**config.mk**
```make
export PLATFORM = sky130hd
export DESIGN_NAME = button_event_detector_flat
export DESIGN_NICKNAME = d
export VERILOG_FILES = /design/src/rtl/button_event_detector_if.sv /design/src/rtl/button_event_detector.sv /design/src/flat_wrapper.sv
export SDC_FILE = /design/constraint.sdc
export NUM_CORES = 1
export LEC_CHECK = 0
export CORE_UTILIZATION = 30
export DETAILED_ROUTE_END_ITERATION = 10
export PLACE_DENSITY = 0.56
export SYNTH_ARGS = -nofsm -noshare
export SYNTH_HDL_FRONTEND = slang
export SYNTH_SLANG_ARGS = --single-unit
```
**constraint.sdc**
```tcl
create_clock -name clk -period 2.7 [get_ports clk]
set_input_delay 0.54 -clock clk [delete_from_list [all_inputs] [get_ports clk]]
set_output_delay 0.54 -clock clk [all_outputs]
set_load 0.005 [all_outputs]
```
**src/rtl/button_event_detector_if.sv**
```systemverilog
// Debounced button level in, single-cycle UI events out.
// master = event detector, slave = the level source / event consumer.
interface button_event_detector_if;
    logic i_sig_debounced;
    logic o_press;
    logic o_release;
    logic o_single;
    logic o_double;
    logic o_long;
    logic o_repeat;
    logic o_held;

    modport master (
        input  i_sig_debounced,
        output o_press, o_release, o_single, o_double, o_long, o_repeat, o_held
    );

    modport slave (
        output i_sig_debounced,
        input  o_press, o_release, o_single, o_double, o_long, o_repeat, o_held
    );
endinterface

```
**src/rtl/button_event_detector.sv**
```systemverilog
// Classifies a debounced button level into press/release/click/double/long/repeat pulses.
// Latency 1 cycle from the qualifying sample; no backpressure, every sample is consumed.
module button_event_detector #(
    parameter bit IS_PULLUP     = 1'b0,
    parameter int LONG_CYCLES   = 16,
    parameter int DCLICK_CYCLES = 8,
    parameter int REPEAT_CYCLES = 4,
    parameter bit REPEAT_EN     = 1'b1
) (
    input logic                     clk,
    input logic                     rstn,
    button_event_detector_if.master bus
);

    localparam int MAX_LD = (LONG_CYCLES > DCLICK_CYCLES) ? LONG_CYCLES : DCLICK_CYCLES;
    localparam int MAX_ALL = (MAX_LD > REPEAT_CYCLES) ? MAX_LD : REPEAT_CYCLES;
    localparam int CW = $clog2(MAX_ALL) + 1;

    typedef enum logic [2:0] {
        IDLE,
        PRESS1,
        HOLD,
        WAIT2,
        PRESS2
    } state_t;

    state_t          state_q, state_d;
    logic [CW-1:0]   cnt_q, cnt_d;
    logic            prev_q, prev_d;
    logic            press_q, press_d;
    logic            release_q, release_d;
    logic            single_q, single_d;
    logic            double_q, double_d;
    logic            long_q, long_d;
    logic            repeat_q, repeat_d;
    logic            held_q, held_d;

    logic            lvl;
    logic            rise;
    logic            fall;
    logic [CW-1:0]   cnt_inc;
    logic [CW-1:0]   cnt_nxt;

    assign lvl  = bus.i_sig_debounced ^ IS_PULLUP;
    assign rise = lvl & ~prev_q;
    assign fall = ~lvl & prev_q;

    // Edge sample counts as sample 1 of the new phase; otherwise count up, saturating.
    assign cnt_inc = (cnt_q == {CW{1'b1}}) ? cnt_q : cnt_q + 1'b1;
    assign cnt_nxt = (rise | fall) ? CW'(1) : cnt_inc;

    always_comb begin
        state_d   = state_q;
        cnt_d     = cnt_nxt;
        prev_d    = lvl;
        press_d   = rise;
        release_d = fall;
        single_d  = 1'b0;
        double_d  = 1'b0;
        long_d    = 1'b0;
        repeat_d  = 1'b0;

        case (state_q)
            IDLE: begin
                cnt_d = '0;
                if (rise) begin
                    state_d = PRESS1;
                    cnt_d   = CW'(1);
                end
            end
            PRESS1: begin
                if (fall) begin
                    state_d = WAIT2;
                end else if (cnt_nxt == CW'(LONG_CYCLES)) begin
                    long_d  = 1'b1;
                    state_d = HOLD;
                    cnt_d   = '0;
                end
            end
            HOLD: begin
                if (fall) begin
                    state_d = IDLE;
                    cnt_d   = '0;
                end else if (cnt_nxt == CW'(REPEAT_CYCLES)) begin
                    repeat_d = REPEAT_EN;
                    cnt_d    = '0;
                end
            end
            WAIT2: begin
                if (rise) begin
                    state_d = PRESS2;
                end else if (cnt_nxt == CW'(DCLICK_CYCLES)) begin
                    single_d = 1'b1;
                    state_d  = IDLE;
                    cnt_d    = '0;
                end
            end
            PRESS2: begin
                if (fall) begin
                    double_d = 1'b1;
                    state_d  = IDLE;
                    cnt_d    = '0;
                end else if (cnt_nxt == CW'(LONG_CYCLES)) begin
                    // The earlier click was never paired, so it resolves as a single here.
                    single_d = 1'b1;
                    long_d   = 1'b1;
                    state_d  = HOLD;
                    cnt_d    = '0;
                end
            end
            default: begin
                state_d = IDLE;
                cnt_d   = '0;
            end
        endcase

        held_d = (state_d == HOLD);
    end

    always_ff @(posedge clk) begin
        if (!rstn) begin
            state_q   <= IDLE;
            cnt_q     <= '0;
            prev_q    <= 1'b0;
            press_q   <= 1'b0;
            release_q <= 1'b0;
            single_q  <= 1'b0;
            double_q  <= 1'b0;
            long_q    <= 1'b0;
            repeat_q  <= 1'b0;
            held_q    <= 1'b0;
        end else begin
            state_q   <= state_d;
            cnt_q     <= cnt_d;
            prev_q    <= prev_d;
            press_q   <= press_d;
            release_q <= release_d;
            single_q  <= single_d;
            double_q  <= double_d;
            long_q    <= long_d;
            repeat_q  <= repeat_d;
            held_q    <= held_d;
        end
    end

    assign bus.o_press   = press_q;
    assign bus.o_release = release_q;
    assign bus.o_single  = single_q;
    assign bus.o_double  = double_q;
    assign bus.o_long    = long_q;
    assign bus.o_repeat  = repeat_q;
    assign bus.o_held    = held_q;

endmodule

```
**src/flat_wrapper.sv**
```systemverilog
// flat-port wrapper written by rule: the top's interface ports become plain ports
module button_event_detector_flat 
#(
    parameter bit IS_PULLUP     = 1'b0,
    parameter int LONG_CYCLES   = 16,
    parameter int DCLICK_CYCLES = 8,
    parameter int REPEAT_CYCLES = 4,
    parameter bit REPEAT_EN     = 1'b1
)
  (clk, rstn, bus_i_sig_debounced, bus_o_press, bus_o_release, bus_o_single, bus_o_double, bus_o_long, bus_o_repeat, bus_o_held);
  button_event_detector_if bus_i ();
  input logic clk;
  input logic rstn;
  input wire logic [$bits(bus_i.i_sig_debounced)-1:0] bus_i_sig_debounced;
  output wire logic [$bits(bus_i.o_press)-1:0] bus_o_press;
  output wire logic [$bits(bus_i.o_release)-1:0] bus_o_release;
  output wire logic [$bits(bus_i.o_single)-1:0] bus_o_single;
  output wire logic [$bits(bus_i.o_double)-1:0] bus_o_double;
  output wire logic [$bits(bus_i.o_long)-1:0] bus_o_long;
  output wire logic [$bits(bus_i.o_repeat)-1:0] bus_o_repeat;
  output wire logic [$bits(bus_i.o_held)-1:0] bus_o_held;
  assign bus_i.i_sig_debounced = bus_i_sig_debounced;
  assign bus_o_press = bus_i.o_press;
  assign bus_o_release = bus_i.o_release;
  assign bus_o_single = bus_i.o_single;
  assign bus_o_double = bus_i.o_double;
  assign bus_o_long = bus_i.o_long;
  assign bus_o_repeat = bus_i.o_repeat;
  assign bus_o_held = bus_i.o_held;
  button_event_detector #(.IS_PULLUP(IS_PULLUP), .LONG_CYCLES(LONG_CYCLES), .DCLICK_CYCLES(DCLICK_CYCLES), .REPEAT_CYCLES(REPEAT_CYCLES), .REPEAT_EN(REPEAT_EN)) u_core (.clk(clk), .rstn(rstn), .bus(bus_i));
endmodule
```
==> impl_metrics.xml, run 1 <==
<?xml version="1.0" encoding="UTF-8"?>
<metrics>
  <group name="layout">
    <metric name="area_growth_syn_to_layout" unit="%">15.5</metric>
    <metric name="nets" unit="">132</metric>
    <metric name="post_route_design_area" unit="mm2">0.00115</metric>
    <metric name="final_layout_size_suffix_gt1_share" unit="%">8.80</metric>
    <metric name="antennaDiodeCount" unit="">0</metric>
    <metric name="layout.cells.most_common_list" unit="">sky130_fd_sc_hd__dfxtp_1 (16), sky130_fd_sc_hd__nor2_1 (11), sky130_fd_sc_hd__nand2_1 (9), sky130_fd_sc_hd__clkdlybuf4s50_1 (9), sky130_fd_sc_hd__and2_1 (8)</metric>
    <metric name="final_common_cell" unit="">sky130_fd_sc_hd__dfxtp_1</metric>
  </group>
  <group name="critical_path">
    <metric name="critPathMaxFanout" unit="">3</metric>
    <metric name="critPathLaunch" unit="">bus_i_sig_debounced</metric>
    <metric name="timing_worst_setup_path_type" unit="">input port to flop</metric>
    <metric name="worst_ep_required_time" unit="ns">2.92</metric>
    <metric name="startpoint_type" unit="">input port</metric>
    <metric name="r2r-start" unit="">u_core.cnt_q[0]</metric>
    <metric name="worst-endpoint-arrival" unit="ns">2.57</metric>
    <metric name="endpoint_kind" unit="">flop</metric>
  </group>
  <group name="clocking">
    <metric name="cts.root.buffer_cell" unit="">sky130_fd_sc_hd__clkbuf_4</metric>
    <metric name="post-cts-setup-buffer-count" unit="">0</metric>
    <metric name="clock_net_sink_count" unit="">16</metric>
    <metric name="holdBufCountCts" unit="">0</metric>
    <metric name="cts_buffers" unit="">3</metric>
    <metric name="cts-resized-gates" unit="">0</metric>
    <metric name="h-tree-depth" unit="">1</metric>
    <metric name="cts.clk_slew.worst_paths" unit="ns">0.09</metric>
    <metric name="cts_tree" unit="">built</metric>
    <metric name="cts-root-to-sink-buffers" unit="">2</metric>
    <metric name="clock_insertion_delay_worst_skew" unit="ns">0.28</metric>
  </group>
  <group name="power_and_ir_drop">
    <metric name="total_power" unit="mW">0.469</metric>
    <metric name="power.static_leakage" unit="nW">0.400</metric>
    <metric name="power.ir.vdd_worst" unit="V">0.000221</metric>
    <metric name="powerDensity" unit="mW/mm2">408</metric>
  </group>
  <group name="drt">
    <metric name="detailedRoute.firstIterationViolations" unit="">31</metric>
    <metric name="final_antenna_net_count" unit="">0</metric>
    <metric name="drt_pass1_iterations" unit="">4</metric>
    <metric name="detailed_route_drc_error_count" unit="">0</metric>
    <metric name="drt-total-wl" unit="um">2320</metric>
    <metric name="num_vias" unit="">937</metric>
    <metric name="avgViaCountPerCell" unit="">5.54</metric>
    <metric name="wl_per_cell" unit="um">13.8</metric>
  </group>
  <group name="floorplan">
    <metric name="floorplan.rows" unit="">20</metric>
    <metric name="core" unit="mm2">0.00310</metric>
    <metric name="boundaryPins" unit="">10</metric>
    <metric name="die_width" unit="um">59.6</metric>
    <metric name="die-area" unit="mm2">0.00355</metric>
    <metric name="die_h" unit="um">59.6</metric>
    <metric name="floorplan.initialDensity" unit="%">32.1</metric>
  </group>
  <group name="grt">
    <metric name="pin_count_of_the_biggest_net_entering_global_routing" unit="">13</metric>
    <metric name="overall_track_demand_over_capacity_in_global_routing" unit="%">14.1</metric>
    <metric name="grt_remaining_overflow" unit="">0</metric>
    <metric name="first_global_vias" unit="">804</metric>
    <metric name="antenna_found_initial" unit="">0</metric>
    <metric name="first_pass_grt_wire_length" unit="um">3730</metric>
  </group>
  <group name="timing">
    <metric name="setup_slack" unit="ns">0.346</metric>
    <metric name="clock.fmax" unit="GHz">0.425</metric>
    <metric name="grt_setup_unrepaired" unit="">no</metric>
    <metric name="post_route_clock_skew" unit="ns">0.000567</metric>
    <metric name="timing.max_slew.rel_slack" unit="%">66.7</metric>
    <metric name="setup_tns" unit="ns">0</metric>
    <metric name="worst-slew-pin-transition" unit="ns">0.494</metric>
    <metric name="finalHoldViolCount" unit="">0</metric>
    <metric name="finalMaxSlewViolations" unit="">0</metric>
    <metric name="layout_min_cycle_time" unit="ns">2.35</metric>
    <metric name="period_share" unit="%">87.2</metric>
    <metric name="setup_violations" unit="">0</metric>
  </group>
  <group name="synthesis">
    <metric name="post_synth_num_cell_types" unit="">46</metric>
    <metric name="synthFlopType" unit="">sky130_fd_sc_hd__dfxtp_1</metric>
    <metric name="synth_top_cell_area_share" unit="%">32.2</metric>
    <metric name="yosysWarnings" unit="">0</metric>
    <metric name="postSynthCellCount" unit="">117</metric>
    <metric name="ys_async_sr_fraction" unit="%">0</metric>
    <metric name="main_area_contributors_after_synthesis" unit="">sky130_fd_sc_hd__dfxtp_1 (32%), sky130_fd_sc_hd__and2_1 (5.0%), sky130_fd_sc_hd__nor2_1 (4.1%), sky130_fd_sc_hd__ha_1 (3.8%), sky130_fd_sc_hd__nand2_1 (3.4%)</metric>
    <metric name="syn-cell-area" unit="um2">996</metric>
    <metric name="synth-edff-count" unit="">0</metric>
    <metric name="yosys.area.top_type" unit="">sky130_fd_sc_hd__dfxtp_1</metric>
    <metric name="yosys_register_bits" unit="">16</metric>
    <metric name="syn-num-nets" unit="">123</metric>
    <metric name="syn_area_per_cell" unit="um2">8.51</metric>
    <metric name="synth.yosys.seq_area_share" unit="%">32.2</metric>
  </group>
  <group name="flow_run">
    <metric name="max_cap_viols" unit="">0</metric>
  </group>
  <group name="outcome">
    <metric name="run_status" unit="">finished, final reports clean</metric>
  </group>
  <group name="placement">
    <metric name="detailed_place.area" unit="mm2">0.00111</metric>
    <metric name="dp_hpwl" unit="um">1750</metric>
    <metric name="gpl.final_weighted_congestion" unit="">0.965</metric>
    <metric name="io_buffers" unit="">9</metric>
    <metric name="post-place-ws" unit="ns">0.0714</metric>
  </group>
  <group name="worst_hold_path">
    <metric name="timing.hold.worst.start" unit="">u_core.state_q[2]</metric>
    <metric name="hold_class" unit="">flop to flop</metric>
  </group>
</metrics>
[state kept, by name (all words and copies together) (netlist names)]
register / count
u_core.bus.o_release: 1
u_core.state_q: 3
u_core.bus.o_repeat: 1
u_core.bus.o_long: 1
u_core.bus.o_held: 1
u_core.bus.o_double: 1
u_core.bus.o_single: 1
u_core.prev_q: 1
u_core.bus.o_press: 1
u_core.cnt_q: 5
[critical path: stages]
cell and delay, ns:
sky130_fd_sc_hd__clkdlybuf4s50_1 0.49, sky130_fd_sc_hd__inv_1 0.05, sky130_fd_sc_hd__ha_1 0.21, sky130_fd_sc_hd__nor3b_1 0.34, sky130_fd_sc_hd__o211ai_1 0.11, sky130_fd_sc_hd__or4_1 0.43, sky130_fd_sc_hd__a21o_1 0.20, sky130_fd_sc_hd__a211oi_2 0.20
[routing by layer]
metal | part of all wire, % | up-vias | track usage, % | routed length, um
met5 | 0 | - | 0 | 0
met4 | 1.5 | 0 | 7.31 | 35
met3 | 6.5 | 6 | 1.75 | 152
met2 | 48 | 33 | 21.8 | 1110
met1 | 44 | 449 | 19.2 | 1030
li1 | - | 449 | - | -
[synthesized netlist by cell type (2+ instances only)]
cell type                  number
sky130_fd_sc_hd__a21o_1         2
sky130_fd_sc_hd__a21oi_1        3
sky130_fd_sc_hd__a311oi_1       2
sky130_fd_sc_hd__a41oi_1        2
sky130_fd_sc_hd__and2_1         8
sky130_fd_sc_hd__buf_6          2
sky130_fd_sc_hd__clkbuf_1       4
sky130_fd_sc_hd__dfxtp_1       16
sky130_fd_sc_hd__ha_1           3
sky130_fd_sc_hd__inv_1          4
sky130_fd_sc_hd__nand2_1        9
sky130_fd_sc_hd__nand3_1        3
sky130_fd_sc_hd__nand3b_1       4
sky130_fd_sc_hd__nand4_1        4
sky130_fd_sc_hd__nor2_1        11
sky130_fd_sc_hd__nor2b_1        3
sky130_fd_sc_hd__nor3_1         2
sky130_fd_sc_hd__nor4_1         3
sky130_fd_sc_hd__o21ai_0        3
sky130_fd_sc_hd__o21bai_1       2
sky130_fd_sc_hd__xor2_1         2
[final timing paths]
check / end / slack (ns) / cells past startpoint
worst max-delay path: u_core.bus.o_held / 0.35 / 8
worst min-delay path: u_core.bus.o_double / 0.63 / 1
worst max register to register: u_core.bus.o_held / 0.43 / 6
worst min register to register: u_core.bus.o_double / 0.63 / 1
[power breakdown]
part	switching (mW)	internal, mW	leakage, nW
Sequential	0.0102	0.242	0.130
Combinational	0.0339	0.0260	0.249
Clock	0.0750	0.0821	0.0210
[cells by family after synthesis]
logic type / synth area share, %
and+or+nand+nor: 29.8
muxes: 1.01
adders and majority gates: 3.77
DFF: 32.2
xor gates and xnor gates: 2.64
AOI/OAI and AO/OA: 24.9
buffers and inverters: 5.78
[layout make-up]
| class | instances | area [um2] |
|---|---|---|
| multi-input cells | 90 | 618 |
| repair buffers | 11 | 105 |
| inverters | 4 | 15.0 |
| fillers | 336 | 1950 |
| flip-flops and latches | 16 | 320 |
| clock buffers | 4 | 36.3 |
| well taps | 44 | 55.1 |
[stage by stage]
| step | utilization (%) | hold slack (ns) | instances |
|---|---|---|---|
| floorplan | - | 0.563 | 117 |
| global placement | 35.9 | 0.608 | 165 |
| detailed placement | 35.9 | 0.614 | 165 |
| CTS | 37.1 | 0.632 | 169 |
| global route | 37.1 | 0.664 | 169 |
| finish | 37.1 | 0.630 | 169 |
(Power assumes the default switching activity.)
==> run 2, diff against run 1 <==
PLACE_DENSITY = 0.58   (was 0.56)
clock period = 2.16 ns   (was 2.7 ns; I/O delays follow)
==> run 2 against run 1 <==
Compared with the run above:
- combinational power is 70% higher
- routed wire length is 6.6% higher
- clock skew is 0.010 ns higher
- core utilization is 4.6 points higher
- sequential cell count stayed put
- register-to-register slack worse by 0.27 ns
- clock-buffer cell count stayed put
- worst hold slack worse by 0.13 ns
- die area stayed put
- critical path depth is 2 lower
- clock power is 28% higher
- design area is 12% higher
- highest routed layer unchanged
==> impl_metrics.xml, run 2 (synthesized netlist as in run 1, its figures left out) <==
<?xml version="1.0" encoding="UTF-8"?>
<metrics>
  <group name="power_and_ir_drop">
    <metric name="comb_power_share" unit="%">16.6</metric>
    <metric name="power_switching_share" unit="%">25.9</metric>
    <metric name="power.ir.vdd_worst" unit="V">0.000246</metric>
    <metric name="clockPowerShare" unit="%">32.7</metric>
    <metric name="intPower" unit="mW">0.454</metric>
    <metric name="share_seq_of_total_power" unit="%">50.7</metric>
    <metric name="switching_power_total" unit="mW">0.159</metric>
    <metric name="power.static_leakage" unit="nW">0.474</metric>
    <metric name="total_power" unit="mW">0.613</metric>
    <metric name="powerDensity" unit="mW/mm2">475</metric>
  </group>
  <group name="grt">
    <metric name="antenna_found_initial" unit="">0</metric>
    <metric name="overall_track_demand_over_capacity_in_global_routing" unit="%">15.2</metric>
    <metric name="grt_remaining_overflow" unit="">0</metric>
    <metric name="first_global_vias" unit="">933</metric>
    <metric name="pin_count_of_the_biggest_net_entering_global_routing" unit="">13</metric>
    <metric name="first_pass_grt_wire_length" unit="um">4060</metric>
  </group>
  <group name="drt">
    <metric name="drt_pass1_iterations" unit="">4</metric>
    <metric name="detailedRoute.firstIterationViolations" unit="">36</metric>
    <metric name="final_antenna_net_count" unit="">0</metric>
    <metric name="detailed_route_drc_error_count" unit="">0</metric>
    <metric name="wl_per_cell" unit="um">13.6</metric>
    <metric name="drt-total-wl" unit="um">2480</metric>
    <metric name="num_vias" unit="">988</metric>
    <metric name="avgViaCountPerCell" unit="">5.43</metric>
  </group>
  <group name="clocking">
    <metric name="cts_buffers" unit="">3</metric>
    <metric name="cts.root.buffer_cell" unit="">sky130_fd_sc_hd__clkbuf_4</metric>
    <metric name="h-tree-depth" unit="">1</metric>
    <metric name="cts-root-to-sink-buffers" unit="">2</metric>
    <metric name="clock_net_sink_count" unit="">16</metric>
    <metric name="clock_insertion_delay_worst_skew" unit="ns">0.29</metric>
    <metric name="cts.clk_slew.worst_paths" unit="ns">0.10</metric>
    <metric name="cts_tree" unit="">built</metric>
  </group>
  <group name="placement">
    <metric name="detailed_place.area" unit="mm2">0.00120</metric>
    <metric name="dp_hpwl" unit="um">1820</metric>
    <metric name="io_buffers" unit="">9</metric>
    <metric name="gpl.final_weighted_congestion" unit="">0.907</metric>
  </group>
  <group name="layout">
    <metric name="multiInputGateArea" unit="um2">656</metric>
    <metric name="final_common_cell" unit="">sky130_fd_sc_hd__dfxtp_1</metric>
    <metric name="nets" unit="">145</metric>
    <metric name="final_layout_size_suffix_gt1_share" unit="%">21.7</metric>
    <metric name="largest_register_ff_count" unit="">5</metric>
    <metric name="largest-register" unit="">u_core.cnt_q</metric>
    <metric name="post_route_design_area" unit="mm2">0.00129</metric>
    <metric name="area_growth_syn_to_layout" unit="%">29.6</metric>
    <metric name="antennaDiodeCount" unit="">0</metric>
    <metric name="fillerInstances" unit="">332</metric>
    <metric name="biggestRegsByFlops" unit="">u_core.cnt_q x5, u_core.state_q x3</metric>
    <metric name="area_taken_by_flip_flops_and_latches" unit="um2">320</metric>
    <metric name="layout.cells.most_common_list" unit="">sky130_fd_sc_hd__dfxtp_1 (16), sky130_fd_sc_hd__buf_4 (14), sky130_fd_sc_hd__nor2_1 (11)</metric>
  </group>
  <group name="timing">
    <metric name="clock.fmax" unit="GHz">0.501</metric>
    <metric name="setup_violations" unit="">0</metric>
    <metric name="worst-slew-pin-transition" unit="ns">0.484</metric>
    <metric name="finalHoldViolCount" unit="">0</metric>
    <metric name="period_share" unit="%">92.5</metric>
    <metric name="layout_min_cycle_time" unit="ns">2.00</metric>
    <metric name="finalMaxSlewViolations" unit="">0</metric>
    <metric name="timing.max_slew.rel_slack" unit="%">67.3</metric>
    <metric name="post_route_clock_skew" unit="ns">0.0106</metric>
    <metric name="grt_setup_unrepaired" unit="">no</metric>
  </group>
  <group name="worst_hold_path">
    <metric name="timing.hold.worst_path_depth" unit="">3</metric>
    <metric name="hold_class" unit="">input port to flop</metric>
  </group>
  <group name="critical_path">
    <metric name="worst-endpoint-arrival" unit="ns">2.21</metric>
    <metric name="critPathMaxFanout" unit="">8</metric>
    <metric name="timing_worst_setup_path_type" unit="">flop to flop</metric>
    <metric name="endpoint_kind" unit="">flop</metric>
    <metric name="startpoint_type" unit="">flop</metric>
    <metric name="reg2regPathDepth" unit="">6</metric>
    <metric name="worst_ep_required_time" unit="ns">2.38</metric>
  </group>
  <group name="floorplan">
    <metric name="core" unit="mm2">0.00310</metric>
    <metric name="floorplan.rows" unit="">20</metric>
    <metric name="floorplan.initialDensity" unit="%">32.1</metric>
    <metric name="die_width" unit="um">59.6</metric>
    <metric name="die-area" unit="mm2">0.00355</metric>
    <metric name="boundaryPins" unit="">10</metric>
    <metric name="die_h" unit="um">59.6</metric>
  </group>
  <group name="outcome">
    <metric name="run_status" unit="">finished, final reports clean</metric>
  </group>
  <group name="flow_run">
    <metric name="max_cap_viols" unit="">0</metric>
  </group>
</metrics>
run 2: layout make-up:
type,count,share of cell area [%]
sequential,16,24.8
tap,44,4.26
clock buffer,4,2.81
inverter,4,1.16
timing repair buffer,24,16.2
multi-input combinational,90,50.8
run 2: per-stage QoR:
stage	setup slack, ns	util, %	hold slack, ns	cells	setup TNS, ns
2_1_floorplan	0.0856	-	0.546	117	0
3_3_place_gp	-0.298	38.5	0.606	176	-1.10
3_5_place_dp	-0.302	38.5	0.625	176	-1.52
4_1_cts	0.00393	39.7	0.639	180	0
5_1_grt	0.0765	41.6	0.529	182	0
6_report	0.163	41.6	0.497	182	0
run 2: power groups by stage:
stage          sequential (mW)  combinational [mW]  clock [mW]
6_report                 0.311               0.102       0.201
5_1_grt                  0.312               0.111       0.220
4_1_cts                  0.310              0.0900       0.204
3_5_place_dp             0.317              0.0896           0
3_3_place_gp             0.317              0.0892           0
2_1_floorplan            0.315              0.0527           0
run 2: path summary, 6_finish.rpt:
check             slack (ns)                 from                  end
hold / removal          0.50  bus_i_sig_debounced        u_core.prev_q
hold reg to reg         0.64    u_core.state_q[2]  u_core.bus.o_double
setup reg to reg        0.16      u_core.cnt_q[0]    u_core.bus.o_held
setup / recovery        0.16      u_core.cnt_q[0]    u_core.bus.o_held
run 2: timing repair:
item	4_1_cts	5_1_grt
resized for setup	0	9
hold buffers	0	0
endpoints found under the setup margin	0	5
setup buffers	0	2
run 2: metal layers:
| layer | routed length (um) | track usage (%) | vias to the layer above |
|---|---|---|---|
| met3 | 122 | 3.28 | 7 |
| met1 | 1100 | 19.4 | 470 |
| met5 | 0 | 0 | - |
| li1 | - | - | 476 |
| met2 | 1230 | 25.0 | 35 |
| met4 | 29 | 5.65 | 0 |
run 2: critical path, stage by stage, from the launching register on:
cell and delay (ns):
sky130_fd_sc_hd__dfxtp_1 0.34, sky130_fd_sc_hd__ha_1 0.34, sky130_fd_sc_hd__a31o_2 0.25, sky130_fd_sc_hd__o211ai_1 0.09, sky130_fd_sc_hd__or4_1 0.53, sky130_fd_sc_hd__a21o_1 0.21, sky130_fd_sc_hd__a211oi_2 0.16
==> run 3, diff against run 2 <==
MAX_ROUTING_LAYER = met4   (was default)
SLEW_MARGIN = 30   (was default)
==> run 3 against run 2 <==
Compared with the run above:
- die area did not move
- combinational power is essentially flat
- cell count stayed put
- critical path type unchanged
- highest routed layer unchanged
==> impl_metrics.xml, run 3 (synthesized netlist as in run 1, its figures left out) <==
<?xml version="1.0" encoding="UTF-8"?>
<metrics>
  <group name="grt">
    <metric name="overall_track_demand_over_capacity_in_global_routing" unit="%">15.7</metric>
    <metric name="antenna_found_initial" unit="">0</metric>
    <metric name="pin_count_of_the_biggest_net_entering_global_routing" unit="">13</metric>
    <metric name="first_pass_grt_wire_length" unit="um">4080</metric>
    <metric name="first_global_vias" unit="">927</metric>
    <metric name="grt_remaining_overflow" unit="">0</metric>
  </group>
  <group name="layout">
    <metric name="largest-register" unit="">u_core.cnt_q</metric>
    <metric name="nets" unit="">145</metric>
    <metric name="multiInputGateArea" unit="um2">656</metric>
    <metric name="stdcell_count" unit="">182</metric>
    <metric name="antennaDiodeCount" unit="">0</metric>
    <metric name="biggestRegsByFlops" unit="">u_core.cnt_q x5, u_core.state_q x3</metric>
    <metric name="fillerInstances" unit="">332</metric>
    <metric name="final_layout_size_suffix_gt1_share" unit="%">21.7</metric>
    <metric name="largest_register_ff_count" unit="">5</metric>
    <metric name="area_taken_by_flip_flops_and_latches" unit="um2">320</metric>
    <metric name="layout.cells.most_common_list" unit="">sky130_fd_sc_hd__dfxtp_1 (16), sky130_fd_sc_hd__buf_4 (14), sky130_fd_sc_hd__nor2_1 (11)</metric>
    <metric name="area_growth_syn_to_layout" unit="%">29.6</metric>
    <metric name="fin_util" unit="%">41.6</metric>
    <metric name="final_common_cell" unit="">sky130_fd_sc_hd__dfxtp_1</metric>
  </group>
  <group name="floorplan">
    <metric name="die_width" unit="um">59.6</metric>
    <metric name="floorplan.rows" unit="">20</metric>
    <metric name="boundaryPins" unit="">10</metric>
    <metric name="die-area" unit="mm2">0.00355</metric>
    <metric name="floorplan.initialDensity" unit="%">32.1</metric>
    <metric name="core" unit="mm2">0.00310</metric>
    <metric name="die_h" unit="um">59.6</metric>
  </group>
  <group name="power_and_ir_drop">
    <metric name="power.ir.vdd_worst" unit="V">0.000246</metric>
    <metric name="power_switching_share" unit="%">25.7</metric>
    <metric name="intPower" unit="mW">0.454</metric>
    <metric name="share_seq_of_total_power" unit="%">50.9</metric>
    <metric name="power.static_leakage" unit="nW">0.474</metric>
    <metric name="comb_power_share" unit="%">16.7</metric>
    <metric name="switching_power_total" unit="mW">0.157</metric>
    <metric name="powerDensity" unit="mW/mm2">473</metric>
    <metric name="clockPowerShare" unit="%">32.4</metric>
  </group>
  <group name="drt">
    <metric name="detailed_route_drc_error_count" unit="">0</metric>
    <metric name="drt-total-wl" unit="um">2500</metric>
    <metric name="final_antenna_net_count" unit="">0</metric>
    <metric name="detailedRoute.firstIterationViolations" unit="">36</metric>
    <metric name="drt_pass1_iterations" unit="">5</metric>
    <metric name="num_vias" unit="">1002</metric>
    <metric name="wl_per_cell" unit="um">13.7</metric>
    <metric name="avgViaCountPerCell" unit="">5.51</metric>
  </group>
  <group name="clocking">
    <metric name="clock_net_sink_count" unit="">16</metric>
    <metric name="cts_tree" unit="">built</metric>
    <metric name="cts.clk_slew.worst_paths" unit="ns">0.10</metric>
    <metric name="cts.root.buffer_cell" unit="">sky130_fd_sc_hd__clkbuf_4</metric>
    <metric name="cts-root-to-sink-buffers" unit="">2</metric>
    <metric name="holdBufCountCts" unit="">0</metric>
    <metric name="clock_insertion_delay_worst_skew" unit="ns">0.29</metric>
    <metric name="cts_buffers" unit="">3</metric>
    <metric name="h-tree-depth" unit="">1</metric>
  </group>
  <group name="placement">
    <metric name="dp_hpwl" unit="um">1820</metric>
    <metric name="post-place-ws" unit="ns">-0.302</metric>
    <metric name="io_buffers" unit="">9</metric>
    <metric name="dpl.cell_count" unit="">176</metric>
    <metric name="gpl.final_weighted_congestion" unit="">0.922</metric>
  </group>
  <group name="timing">
    <metric name="final.hold.worst_slack" unit="ns">0.502</metric>
    <metric name="setup_violations" unit="">0</metric>
    <metric name="post_route_clock_skew" unit="ns">0.0104</metric>
    <metric name="timing.max_slew.rel_slack" unit="%">67.4</metric>
    <metric name="finalHoldViolCount" unit="">0</metric>
    <metric name="setup_slack" unit="ns">0.137</metric>
    <metric name="clock.fmax" unit="GHz">0.494</metric>
    <metric name="worst-slew-pin-transition" unit="ns">0.483</metric>
    <metric name="grt_setup_unrepaired" unit="">no</metric>
    <metric name="period_share" unit="%">93.7</metric>
    <metric name="finalMaxSlewViolations" unit="">0</metric>
    <metric name="layout_min_cycle_time" unit="ns">2.02</metric>
  </group>
  <group name="critical_path">
    <metric name="slowest_delay" unit="ns">0.53</metric>
    <metric name="timing_worst_setup_path_type" unit="">flop to flop</metric>
    <metric name="critPathMaxFanout" unit="">8</metric>
    <metric name="path_cells" unit="">ha_1 &gt; a31o_2 &gt; o211ai_1 &gt; or4_1 &gt; a21o_1 &gt; a211oi_2</metric>
    <metric name="endpoint_kind" unit="">flop</metric>
    <metric name="r2r-start" unit="">u_core.cnt_q[0]</metric>
    <metric name="worstPathBufferInverterCount" unit="">0</metric>
    <metric name="reg2regPathDepth" unit="">6</metric>
    <metric name="critPathSlowestCell" unit="">sky130_fd_sc_hd__or4_1</metric>
    <metric name="worst_ep_required_time" unit="ns">2.37</metric>
    <metric name="cp.depth" unit="">6</metric>
    <metric name="startpoint_type" unit="">flop</metric>
    <metric name="timing.critical_path.max_delay_family" unit="">compound AO/OA/AOI/OAI gates</metric>
    <metric name="critPathLaunch" unit="">u_core.cnt_q[0]</metric>
    <metric name="worst-endpoint-arrival" unit="ns">2.23</metric>
  </group>
  <group name="worst_hold_path">
    <metric name="timing.hold.worst.start" unit="">bus_i_sig_debounced</metric>
    <metric name="hold_class" unit="">input port to flop</metric>
    <metric name="timing.hold.worst_path_depth" unit="">3</metric>
  </group>
  <group name="flow_run">
    <metric name="max_cap_viols" unit="">0</metric>
  </group>
  <group name="outcome">
    <metric name="run_status" unit="">finished, final reports clean</metric>
  </group>
</metrics>
## run 3: worst paths after layout
kind	to	slack (ns)
worst max-delay path	u_core.bus.o_held	0.14
worst min-delay path	u_core.prev_q	0.50
worst max register to register	u_core.bus.o_held	0.14
worst min register to register	u_core.bus.o_double	0.65
## run 3: repair_timing
item	in CTS	in global routing
setup buffers	0	2
hold endpoints to repair	0	0
endpoints found under the setup margin	0	5
gates resized for setup	0	9
## run 3: worst register-to-register path, stage by stage, from the launching register on
cell and delay, ns:
sky130_fd_sc_hd__dfxtp_1 0.34, sky130_fd_sc_hd__ha_1 0.35, sky130_fd_sc_hd__a31o_2 0.26, sky130_fd_sc_hd__o211ai_1 0.10
sky130_fd_sc_hd__or4_1 0.53, sky130_fd_sc_hd__a21o_1 0.21, sky130_fd_sc_hd__a211oi_2 0.16
## run 3: area by class of cell
class	instances	area share, %
multi-input cells	90	50.8
flip-flops and latches	16	24.8
repair buffers	24	16.2
well taps	44	4.26
clock buffers	4	2.81
inverters	4	1.16
## run 3: power groups by stage
| stage | Combinational [mW] | Sequential, mW | Clock [mW] |
|---|---|---|---|
| 3_5_place_dp | 0.0896 | 0.317 | 0 |
| 5_1_grt | 0.111 | 0.312 | 0.223 |
| 2_1_floorplan | 0.0527 | 0.315 | 0 |
| 6_report | 0.102 | 0.311 | 0.198 |
| 3_3_place_gp | 0.0892 | 0.317 | 0 |
| 4_1_cts | 0.0900 | 0.310 | 0.204 |
## run 3: routing by layer
layer / vias up / track usage [%] / routed length [um]
li1: 476 / - / -
met1: 469 / 19.7 / 1080
met2: 49 / 24.9 / 1230
met3: 8 / 3.28 / 157
met4: 0 / 5.65 / 30
met5: - / - / 0
## run 3: per-stage QoR
step	area, um2	power (mW)	TNS (ns)
floorplan	996	0.367	0
global placement	1200	0.406	-1.10
detailed placement	1200	0.406	-1.52
CTS	1230	0.604	0
global route	1290	0.646	0
finish	1290	0.611	0
